[config.mk]
export PLATFORM = sky130hd
export DESIGN_NAME = break_fetch_sequencer_flat
export DESIGN_NICKNAME = d
export VERILOG_FILES = /design/src/rtl/break_fetch_sequencer_if.sv /design/src/rtl/break_fetch_sequencer.sv /design/src/flat_wrapper.sv
export SDC_FILE = /design/constraint.sdc
export NUM_CORES = 1
export LEC_CHECK = 0
export CAP_MARGIN = 30
export CORE_MARGIN = 5
export CORE_UTILIZATION = 41
export DETAILED_ROUTE_END_ITERATION = 10
export PLACE_DENSITY = 0.78
export REMOVE_ABC_BUFFERS = 1
export SLEW_MARGIN = 20
export SYNTH_ARGS = -nofsm -noshare
export SYNTH_HDL_FRONTEND = slang
export SYNTH_SLANG_ARGS = --single-unit
[constraint.sdc]
create_clock -name clk -period 2.1 [get_ports clk]
set_input_delay 0.21 -clock clk [delete_from_list [all_inputs] [get_ports clk]]
set_output_delay 0.21 -clock clk [all_outputs]
set_load 0.1 [all_outputs]
[src/rtl/break_fetch_sequencer_if.sv]
// Clause, occupancy-memory, selector and flip-request bundle for break_fetch_sequencer.
// The master modport is the sequencer side; slave is the environment side.
interface break_fetch_sequencer_if #(
  parameter int NSAT = 3,
  parameter int NSAT_BITS = 2,
  parameter int MAX_CLAUSES_PER_VARIABLE = 20,
  parameter int VAR_BITS = 10
);
  localparam int MC = MAX_CLAUSES_PER_VARIABLE;

  logic                     clause_valid_i;
  logic                     clause_ready_o;
  logic [NSAT*VAR_BITS-1:0] clause_vars_i;
  logic [NSAT-1:0]          clause_lit_valid_i;

  logic                     mem_rd_en_o;
  logic [VAR_BITS-1:0]      mem_addr_o;
  logic [2*MC-1:0]          mem_rd_data_i;

  logic [MC-1:0]            clause_broken_o;
  logic [MC-1:0]            mask_bits_o;
  logic [NSAT_BITS-1:0]     wren_o;
  logic [NSAT-1:0]          break_values_valid_o;
  logic [NSAT_BITS-1:0]     selected_i;

  logic                     flip_valid_o;
  logic                     flip_ready_i;
  logic [VAR_BITS-1:0]      flip_var_o;
  logic [NSAT_BITS-1:0]     flip_lit_o;
  logic                     empty_clause_o;

  modport master (
    input  clause_valid_i, clause_vars_i, clause_lit_valid_i,
    input  mem_rd_data_i, selected_i, flip_ready_i,
    output clause_ready_o, mem_rd_en_o, mem_addr_o,
    output clause_broken_o, mask_bits_o, wren_o,
    output break_values_valid_o, flip_valid_o,
    output flip_var_o, flip_lit_o, empty_clause_o
  );

  modport slave (
    output clause_valid_i, clause_vars_i, clause_lit_valid_i,
    output mem_rd_data_i, selected_i, flip_ready_i,
    input  clause_ready_o, mem_rd_en_o, mem_addr_o,
    input  clause_broken_o, mask_bits_o, wren_o,
    input  break_values_valid_o, flip_valid_o,
    input  flip_var_o, flip_lit_o, empty_clause_o
  );
endinterface

[src/rtl/break_fetch_sequencer.sv]
// WalkSAT break-value fetch sequencer feeding the flip selector.
// Optional FLIP_COUNT_EN adds a saturating 32-bit flip_count_o.
module break_fetch_sequencer #(
  parameter int NSAT = 3,
  parameter int NSAT_BITS = 2,
  parameter int MAX_CLAUSES_PER_VARIABLE = 20,
  parameter int VAR_BITS = 10
) (
  input  logic clk,
  input  logic reset,
  break_fetch_sequencer_if.master bus
`ifdef FLIP_COUNT_EN
  ,
  output logic [31:0] flip_count_o
`endif
);
  localparam int MC = MAX_CLAUSES_PER_VARIABLE;

  typedef enum logic [2:0] {
    IDLE, PRIME, FEED, SAMPLE, HOLD
  } state_t;

  state_t state;

  logic [NSAT_BITS-1:0]     k;
  logic [NSAT_BITS-1:0]     nk;
  logic [NSAT_BITS-1:0]     lowest;
  logic [NSAT_BITS-1:0]     pick;
  logic                     last;
  logic [NSAT*VAR_BITS-1:0] vars_q;
  logic [NSAT-1:0]          lit_q;

  logic                     ready_q;
  logic                     rd_en_q;
  logic [VAR_BITS-1:0]      addr_q;
  logic [NSAT_BITS-1:0]     wren_q;
  logic [NSAT-1:0]          bvv_q;
  logic                     feed_en_q;
  logic                     flip_valid_q;
  logic [VAR_BITS-1:0]      flip_var_q;
  logic [NSAT_BITS-1:0]     flip_lit_q;
  logic                     empty_q;

  function automatic logic lit_at(
    input logic [NSAT-1:0]      m,
    input logic [NSAT_BITS-1:0] i
  );
    lit_at = 1'b0;
    for (int j = 0; j < NSAT; j++)
      if (i == NSAT_BITS'(j)) lit_at = m[j];
  endfunction

  function automatic logic [VAR_BITS-1:0] var_at(
    input logic [NSAT*VAR_BITS-1:0] v,
    input logic [NSAT_BITS-1:0]     i
  );
    var_at = '0;
    for (int j = 0; j < NSAT; j++)
      if (i == NSAT_BITS'(j)) var_at = v[j*VAR_BITS +: VAR_BITS];
  endfunction

  // Out-of-range or invalid selector choices fall back to the lowest valid literal.
  always_comb begin
    nk = (state == FEED) ? k + NSAT_BITS'(1) : NSAT_BITS'(1);
    last = (k == NSAT_BITS'(NSAT));
    lowest = '0;
    for (int j = NSAT - 1; j >= 0; j--)
      if (lit_q[j]) lowest = NSAT_BITS'(j);
    pick = lit_at(lit_q, bus.selected_i) ? bus.selected_i : lowest;
  end

  always_ff @(posedge clk or negedge reset) begin
    if (!reset) begin
      state        <= IDLE;
      k            <= '0;
      vars_q       <= '0;
      lit_q        <= '0;
      ready_q      <= 1'b0;
      rd_en_q      <= 1'b0;
      addr_q       <= '0;
      wren_q       <= '0;
      bvv_q        <= '0;
      feed_en_q    <= 1'b0;
      flip_valid_q <= 1'b0;
      flip_var_q   <= '0;
      flip_lit_q   <= '0;
      empty_q      <= 1'b0;
    end else begin
      rd_en_q <= 1'b0;
      addr_q  <= '0;
      empty_q <= 1'b0;
      unique case (state)
        IDLE: begin
          ready_q <= 1'b1;
          if (ready_q && bus.clause_valid_i) begin
            vars_q <= bus.clause_vars_i;
            lit_q  <= bus.clause_lit_valid_i;
            if (bus.clause_lit_valid_i == '0) begin
              empty_q <= 1'b1;
            end else begin
              ready_q <= 1'b0;
              state   <= PRIME;
              rd_en_q <= bus.clause_lit_valid_i[0];
              if (bus.clause_lit_valid_i[0])
                addr_q <= bus.clause_vars_i[VAR_BITS-1:0];
            end
          end
        end
        PRIME, FEED: begin
          if (state == FEED && last) begin
            state     <= SAMPLE;
            wren_q    <= '0;
            feed_en_q <= 1'b0;
            bvv_q     <= '0;
          end else begin
            // Next FEED shows literal nk-1 and prefetches literal nk.
            state     <= FEED;
            k         <= nk;
            wren_q    <= nk;
            feed_en_q <= lit_at(lit_q, nk - NSAT_BITS'(1));
            rd_en_q   <= lit_at(lit_q, nk);
            if (lit_at(lit_q, nk))
              addr_q <= var_at(vars_q, nk);
            bvv_q <= (nk == NSAT_BITS'(NSAT)) ? lit_q : '0;
          end
        end
        SAMPLE: begin
          state        <= HOLD;
          flip_valid_q <= 1'b1;
          flip_var_q   <= var_at(vars_q, pick);
          flip_lit_q   <= pick;
        end
        HOLD: begin
          if (bus.flip_ready_i) begin
            state        <= IDLE;
            flip_valid_q <= 1'b0;
            flip_var_q   <= '0;
            flip_lit_q   <= '0;
            ready_q      <= 1'b1;
          end
        end
        default: state <= IDLE;
      endcase
    end
  end

`ifdef FLIP_COUNT_EN
  always_ff @(posedge clk or negedge reset) begin
    if (!reset)
      flip_count_o <= '0;
    else if (flip_valid_q && bus.flip_ready_i && flip_count_o != '1)
      flip_count_o <= flip_count_o + 32'd1;
  end
`endif

  assign bus.clause_ready_o       = ready_q;
  assign bus.mem_rd_en_o          = rd_en_q;
  assign bus.mem_addr_o           = addr_q;
  assign bus.wren_o               = wren_q;
  assign bus.break_values_valid_o = bvv_q;
  assign bus.flip_valid_o         = flip_valid_q;
  assign bus.flip_var_o           = flip_var_q;
  assign bus.flip_lit_o           = flip_lit_q;
  assign bus.empty_clause_o       = empty_q;
  assign bus.clause_broken_o =
    feed_en_q ? bus.mem_rd_data_i[MC-1:0] : '0;
  assign bus.mask_bits_o =
    feed_en_q ? bus.mem_rd_data_i[2*MC-1:MC] : '0;

endmodule

[src/flat_wrapper.sv]
// flat-port wrapper written by rule: the top's interface ports become plain ports
module break_fetch_sequencer_flat 
#(
  parameter int NSAT = 3,
  parameter int NSAT_BITS = 2,
  parameter int MAX_CLAUSES_PER_VARIABLE = 20,
  parameter int VAR_BITS = 10
)
  (clk, reset, bus_clause_valid_i, bus_clause_vars_i, bus_clause_lit_valid_i, bus_mem_rd_data_i, bus_selected_i, bus_flip_ready_i, bus_clause_ready_o, bus_mem_rd_en_o, bus_mem_addr_o, bus_clause_broken_o, bus_mask_bits_o, bus_wren_o, bus_break_values_valid_o, bus_flip_valid_o, bus_flip_var_o, bus_flip_lit_o, bus_empty_clause_o);
  break_fetch_sequencer_if #(.NSAT(NSAT), .NSAT_BITS(NSAT_BITS), .MAX_CLAUSES_PER_VARIABLE(MAX_CLAUSES_PER_VARIABLE), .VAR_BITS(VAR_BITS)) bus_i ();
  input  logic clk;
  input  logic reset;
  input wire logic [$bits(bus_i.clause_valid_i)-1:0] bus_clause_valid_i;
  input wire logic [$bits(bus_i.clause_vars_i)-1:0] bus_clause_vars_i;
  input wire logic [$bits(bus_i.clause_lit_valid_i)-1:0] bus_clause_lit_valid_i;
  input wire logic [$bits(bus_i.mem_rd_data_i)-1:0] bus_mem_rd_data_i;
  input wire logic [$bits(bus_i.selected_i)-1:0] bus_selected_i;
  input wire logic [$bits(bus_i.flip_ready_i)-1:0] bus_flip_ready_i;
  output wire logic [$bits(bus_i.clause_ready_o)-1:0] bus_clause_ready_o;
  output wire logic [$bits(bus_i.mem_rd_en_o)-1:0] bus_mem_rd_en_o;
  output wire logic [$bits(bus_i.mem_addr_o)-1:0] bus_mem_addr_o;
  output wire logic [$bits(bus_i.clause_broken_o)-1:0] bus_clause_broken_o;
  output wire logic [$bits(bus_i.mask_bits_o)-1:0] bus_mask_bits_o;
  output wire logic [$bits(bus_i.wren_o)-1:0] bus_wren_o;
  output wire logic [$bits(bus_i.break_values_valid_o)-1:0] bus_break_values_valid_o;
  output wire logic [$bits(bus_i.flip_valid_o)-1:0] bus_flip_valid_o;
  output wire logic [$bits(bus_i.flip_var_o)-1:0] bus_flip_var_o;
  output wire logic [$bits(bus_i.flip_lit_o)-1:0] bus_flip_lit_o;
  output wire logic [$bits(bus_i.empty_clause_o)-1:0] bus_empty_clause_o;
  assign bus_i.clause_valid_i = bus_clause_valid_i;
  assign bus_i.clause_vars_i = bus_clause_vars_i;
  assign bus_i.clause_lit_valid_i = bus_clause_lit_valid_i;
  assign bus_i.mem_rd_data_i = bus_mem_rd_data_i;
  assign bus_i.selected_i = bus_selected_i;
  assign bus_i.flip_ready_i = bus_flip_ready_i;
  assign bus_clause_ready_o = bus_i.clause_ready_o;
  assign bus_mem_rd_en_o = bus_i.mem_rd_en_o;
  assign bus_mem_addr_o = bus_i.mem_addr_o;
  assign bus_clause_broken_o = bus_i.clause_broken_o;
  assign bus_mask_bits_o = bus_i.mask_bits_o;
  assign bus_wren_o = bus_i.wren_o;
  assign bus_break_values_valid_o = bus_i.break_values_valid_o;
  assign bus_flip_valid_o = bus_i.flip_valid_o;
  assign bus_flip_var_o = bus_i.flip_var_o;
  assign bus_flip_lit_o = bus_i.flip_lit_o;
  assign bus_empty_clause_o = bus_i.empty_clause_o;
  break_fetch_sequencer #(.NSAT(NSAT), .NSAT_BITS(NSAT_BITS), .MAX_CLAUSES_PER_VARIABLE(MAX_CLAUSES_PER_VARIABLE), .VAR_BITS(VAR_BITS)) u_core (.clk(clk), .reset(reset), .bus(bus_i));
endmodule
==> impl_metrics.py, run 1 <==
metrics = {
    "outcome": {
        "status": "complete, no violations",
    },
    "finish": {
        "area_growth_pct": 63.55,
        "layout_commonest_cell": "clkdlybuf4s50_1",
        "n_fill_cell": 598,
        "final_area_mm2": 0.005625,
        "layout_common_cells": "clkdlybuf4s50_1 (77), dfrtp_1 (70), buf_4 (44), and2_1 (42), buf_12 (41)",
        "diodes": 0,
        "final_core_util": 0.6881,
        "layout-drive-gt1-share": 0.2979,
        "final_nets": 546,
    },
    "worst_setup_path": {
        "cp-start-kind": "flop",
        "critPathTopFamily": "compound AO/OA/AOI/OAI gates",
        "crit_path_top_delay_cell": "a221o_2",
        "critPathKind": "flop to flop",
        "end_kind": "flop",
        "crit_chain": "ha_1 -> or3b_1 -> a21o_1 -> a221o_2 -> o2bb2ai_1",
        "required_ns": 2.37,
        "crit_arrival_ns": 2.28,
        "cp_max_fo": 11,
        "crit_buf_inv": 0,
        "cpPeakStageDelay_ns": 0.45,
    },
    "placed_design": {
        "dp_hpwl_mm": 8.265,
        "place_congestion": 0.8666,
        "place_area_mm2": 0.005393,
        "placement.io_buffers": 149,
    },
    "pwr": {
        "power_density_mw_per_mm2": 1855,
        "irDropWorstVdd_mv": 1.059,
        "p_total_mw": 10.44,
        "p_leak_nw": 2.451,
    },
    "yosys": {
        "ys.warnings.count": 0,
        "synth_top_flop_cell": "dfrtp_1",
        "ys_seq_area_frac": 0.5093,
        "synth_edf_count": 0,
        "synthCells": 315,
        "synth-seq-cells": 70,
        "synth_cell_types": 43,
        "ys_async_sr_fraction": 1.000,
        "syn_area_mm2": 0.003440,
        "avgSynthCellArea_um2": 10.92,
    },
    "floorplan": {
        "rows": 33,
        "die_h_um": 101.6,
        "io-pin-count": 150,
        "core_area_mm2": 0.008175,
        "start_util": 0.4207,
        "dieWidth_um": 101.6,
        "die_area_mm2": 0.01032,
    },
    "route": {
        "drt_pass1_iterations": 5,
        "finalWirelength_mm": 10.70,
        "vias_per_cell": 5.355,
        "drtIter0Drc": 126,
        "routedWlPerCell_um": 18.60,
        "ant_nets": 0,
        "drc": 0,
        "vias": 3079,
    },
    "clock_tree": {
        "cts_tree": "done",
        "cts_root_buffer": "clkbuf_8",
        "clock_path_buffers": 2,
        "cts.sinks": 70,
        "clk_pin_slew_worst_paths_ns": 0.08,
        "cts_setup_buffers": 0,
        "htree_levels": 3,
        "clkLatencyLatePin_ns": 0.36,
        "cts_made_buffers": 9,
    },
    "sta": {
        "rsz0062_at_grt": "no",
        "tns_ns": 0,
        "whs_ns": 0.3854,
        "finClkSkew_ns": 0.01295,
        "setup_viol": 0,
        "timing.fmax_mhz": 498.0,
        "tightest_slew_ns": 0.6109,
        "min_period_over_period": 0.9561,
        "report.final.slew_viol_count": 0,
        "hold_violations": 0,
        "fin_crit_ns": 2.008,
        "max_slew_margin": 0.5927,
    },
    "global_routing": {
        "grt_overflow_total": 0,
        "grt_usage": 0.2125,
        "grt_max_degree": 45,
        "grt_pass1_wl_mm": 16.62,
        "antenna_found_initial": 0,
        "grt_pass1_vias": 3144,
    },
    "min_path": {
        "hold_class": "input port to asynchronous set/reset pin",
    },
    "job": {
        "drv_cap": 0,
    },
}
==> state kept, by name, summed over array words and instances (netlist names), 2 cells and up <==
signal,cells
u_core.bus.break_values_valid_o,3
u_core.bus.flip_lit_o,2
u_core.bus.flip_var_o,10
u_core.bus.mem_addr_o,10
u_core.bus.wren_o,2
u_core.k,2
u_core.lit_q,3
u_core.state,3
u_core.vars_q,30
==> logic make-up (layout without fill, tap and decap cells) <==
family	count (synthesis)	in the layout	share of synthesized area
flops	70	70	0.5093
mux	44	44	0.1408
compound gates	59	59	0.1302
fa+ha+maj	1	1	0.003637
buf+inv	25	180	0.03237
simple gates	116	116	0.1837
==> repair_timing <==
item | in CTS | in global routing
resized for setup | 0 | 1
hold buffers | 1 | 0
hold endpoints to repair | 26 | 0
setup endpoints to repair | 0 | 11
==> per-stage QoR <==
stage / instances / setup slack, ns
2_1_floorplan: 291 / -1.216
3_3_place_gp: 559 / 0.1356
3_5_place_dp: 559 / 0.04595
4_1_cts: 575 / 0.03272
5_1_grt: 575 / 0.02444
6_report: 575 / 0.09210
==> final timing paths <==
kind                            cells after the start                        to                  from  slack, ns
worst max register to register                      5  u_core.bus.mem_addr_o[9]           u_core.k[0]       0.09
max in group asynchronous                           3         u_core.vars_q[23]                 reset       1.07
worst max-delay path                                5  u_core.bus.mem_addr_o[9]           u_core.k[0]       0.09
worst min-delay path                                2         u_core.vars_q[28]                 reset       0.39
min in group clk                                    2  u_core.bus.mem_addr_o[8]  bus_clause_vars_i[8]       0.45
worst min register to register                      2      u_core.bus.wren_o[0]  u_core.bus.wren_o[0]       0.49
==> final cells by class <==
class                           instances  area (um2)  area share
Clock inverter                          5       83.83     0.01490
Timing Repair Buffer                  164        1937      0.3443
Multi-Input combinational cell        220        1580      0.2809
Sequential cell                        70        1752      0.3114
Clock buffer                           10       137.6     0.02447
Inverter                                1       3.754   0.0006673
Tap cell                              105       131.4     0.02335
==> synth_stat cells, types with 2 or more instances <==
cell type	number	area, um2
a21o_1	2	15.01
a21oi_1	4	20.02
a22o_1	2	17.52
a22oi_1	3	22.52
a32oi_1	3	26.28
and2_1	42	262.8
buf_1	3	11.26
buf_2	7	35.03
clkbuf_1	12	45.04
dfrtp_1	70	1752
mux2_2	35	394.1
mux2i_1	9	90.09
nand2_1	40	150.1
nand2b_1	4	25.02
nand4_1	7	43.79
nor2_1	6	22.52
nor2b_1	4	25.02
nor3_1	3	15.01
o211ai_1	8	60.06
o21ai_0	9	45.04
o221ai_1	9	78.83
o2bb2ai_1	10	87.58
o31ai_1	2	15.01
or2b_1	2	15.01
==> per-layer routing <==
layer,track usage,routed length (um)
met5,0,0
met4,0.08793,178
met3,0.05165,882
met2,0.3602,5479
met1,0.2591,4156
==> where the power goes <==
group	total, mW	switching (mW)	internal (mW)
clock network	1.21	0.511	0.696
logic	6.75	4.46	2.29
registers	2.48	0.530	1.95
total	10.4	5.50	4.93
No activity file was read; power rests on OpenSTA's default activity.
==> run 2, diff against run 1 <==
--- a/config.mk
+++ b/config.mk
@@ -8,6 +8,7 @@
 export CAP_MARGIN = 30
 export CORE_MARGIN = 5
 export CORE_UTILIZATION = 41
+export CTS_BUF_LIST = sky130_fd_sc_hd__clkbuf_16
 export DETAILED_ROUTE_END_ITERATION = 10
 export PLACE_DENSITY = 0.78
 export REMOVE_ABC_BUFFERS = 1
==> constraint.sdc (replaced) <==
create_clock -name clk -period 2.3 [get_ports clk]
set_input_delay 0.23 -clock clk [delete_from_list [all_inputs] [get_ports clk]]
set_output_delay 0.23 -clock clk [all_outputs]
set_load 0.1 [all_outputs]
==> run 2 against run 1 <==
  * Hold slack better by 0.086 ns
  * Sequential share of layout area decreased by 0.27 points
  * Fmax down 2.4%
  * Wire length increased by 0.36%
  * Largest power group unchanged
  * Global-route usage hardly changed
  * Critical path type unchanged
  * Non-clock buffer count is 3 lower
  * Count of clock-buffer cells in the layout is 1 lower
  * Critical path depth stayed put
==> impl_metrics.py, run 2 (synthesized netlist as in run 1, its figures left out) <==
metrics = {
    "outcome": {
        "status": "complete, no violations",
    },
    "global_routing": {
        "grt_usage": 0.2121,
        "grt_pass1_wl_mm": 16.83,
        "antenna_found_initial": 0,
        "grt_overflow_total": 0,
        "grt_pass1_vias": 3081,
        "grt_max_degree": 43,
    },
    "clock_tree": {
        "cts_hold_buf": 1,
        "clk_pin_slew_worst_paths_ns": 0.05,
        "cts_tree": "done",
        "clock_path_buffers": 2,
        "htree_levels": 3,
        "cts_setup_buffers": 0,
        "clkLatencyLatePin_ns": 0.33,
        "cts.sinks": 70,
        "cts_made_buffers": 9,
        "cts_root_buffer": "clkbuf_16",
        "cts_resized": 0,
    },
    "sta": {
        "rsz0062_at_grt": "no",
        "hold_violations": 0,
        "tightest_slew_ns": 0.6597,
        "whs_ns": 0.4718,
        "min_period_over_period": 0.8941,
        "fin_crit_ns": 2.056,
        "max_slew_margin": 0.5602,
        "fin_ws_ns": 0.2437,
        "report.final.slew_viol_count": 0,
        "timing.fmax_mhz": 486.3,
        "setup_viol": 0,
        "finClkSkew_ns": 0.006374,
    },
    "worst_setup_path": {
        "timing.rr.start": "u_core.k[0]",
        "crit_arrival_ns": 2.30,
        "end_kind": "flop",
        "required_ns": 2.54,
        "crit_start": "u_core.k[0]",
        "cp-start-kind": "flop",
        "critPathKind": "flop to flop",
        "reg2reg_depth": 5,
        "cp_max_fo": 11,
    },
    "route": {
        "routedWlPerCell_um": 18.74,
        "ant_nets": 0,
        "drc": 0,
        "finalWirelength_mm": 10.74,
        "drt_pass1_iterations": 4,
        "drtIter0Drc": 183,
        "vias_per_cell": 5.344,
        "vias": 3062,
    },
    "placed_design": {
        "dp_hpwl_mm": 8.172,
        "place_congestion": 0.8245,
        "place_ws_ns": 0.2979,
        "placement.io_buffers": 149,
        "place_area_mm2": 0.005383,
    },
    "pwr": {
        "irDropWorstVdd_mv": 0.9738,
        "p_leak_nw": 2.476,
        "power_density_mw_per_mm2": 1711,
        "p_total_mw": 9.711,
    },
    "floorplan": {
        "die_area_mm2": 0.01032,
        "io-pin-count": 150,
        "die_h_um": 101.6,
        "core_area_mm2": 0.008175,
        "dieWidth_um": 101.6,
        "rows": 33,
        "start_util": 0.4207,
    },
    "finish": {
        "area_growth_pct": 65.01,
        "regMostFlops": "u_core.vars_q",
        "final_nets": 543,
        "final_area_mm2": 0.005675,
        "diodes": 0,
        "multi_input_area_mm2": 0.001579,
        "largest_reg_flops": 30,
        "layout-drive-gt1-share": 0.2842,
        "layout_common_cells": "clkdlybuf4s50_1 (77), dfrtp_1 (70), and2_1 (42), buf_12 (42)",
        "n_fill_cell": 571,
        "regArea_mm2": 0.001752,
        "layout_commonest_cell": "clkdlybuf4s50_1",
    },
    "job": {
        "drv_cap": 0,
    },
    "min_path": {
        "hold_class": "input port to asynchronous set/reset pin",
    },
}
## run 2: layout make-up
class | count | area share
Timing Repair Buffer | 161 | 0.3395
Sequential cell | 70 | 0.3086
Multi-Input combinational cell | 220 | 0.2782
Clock inverter | 7 | 0.01014
Inverter | 1 | 0.0006614
Tap cell | 105 | 0.02315
Clock buffer | 9 | 0.03968
## run 2: worst max-delay path: stages (launching register included)
cell	delay, ns
dfrtp_1	0.38
ha_1	0.26
or3b_1	0.40
a21o_1	0.25
a221o_1	0.45
o2bb2ai_1	0.23
## run 2: stage by stage
stage | TNS, ns | cells | util
floorplan | -41.78 | 291 | -
detailed placement | 0 | 556 | 0.6584
CTS | 0 | 573 | 0.6942
global route | 0 | 573 | 0.6942
finish | 0 | 573 | 0.6942
global placement | 0 | 556 | 0.6584
## run 2: path summary, 6_finish.rpt
path | slack [ns] | endpoint
max | 0.24 | u_core.bus.mem_addr_o[9]
min | 0.47 | u_core.vars_q[14]
max reg2reg | 0.24 | u_core.bus.mem_addr_o[9]
min reg2reg | 0.49 | u_core.bus.wren_o[1]
max in group asynchronous | 1.17 | u_core.bus.break_values_valid_o[1]
min in group clk | 0.49 | u_core.bus.wren_o[1]
## run 2: routing by layer
layer  track usage  part of all wire  vias up
met1        0.2691              0.40     1477
met2        0.3642              0.51      141
met4       0.05419             0.013        0
li1              -                 -     1430
met5             0                 0        -
met3       0.05096             0.081       14
## run 2: power by group
part | switching, mW | internal [mW] | leakage [nW]
clock network | 0.488 | 0.821 | 0.143
logic | 4.03 | 2.08 | 1.46
registers | 0.507 | 1.78 | 0.872
total | 5.02 | 4.69 | 2.48
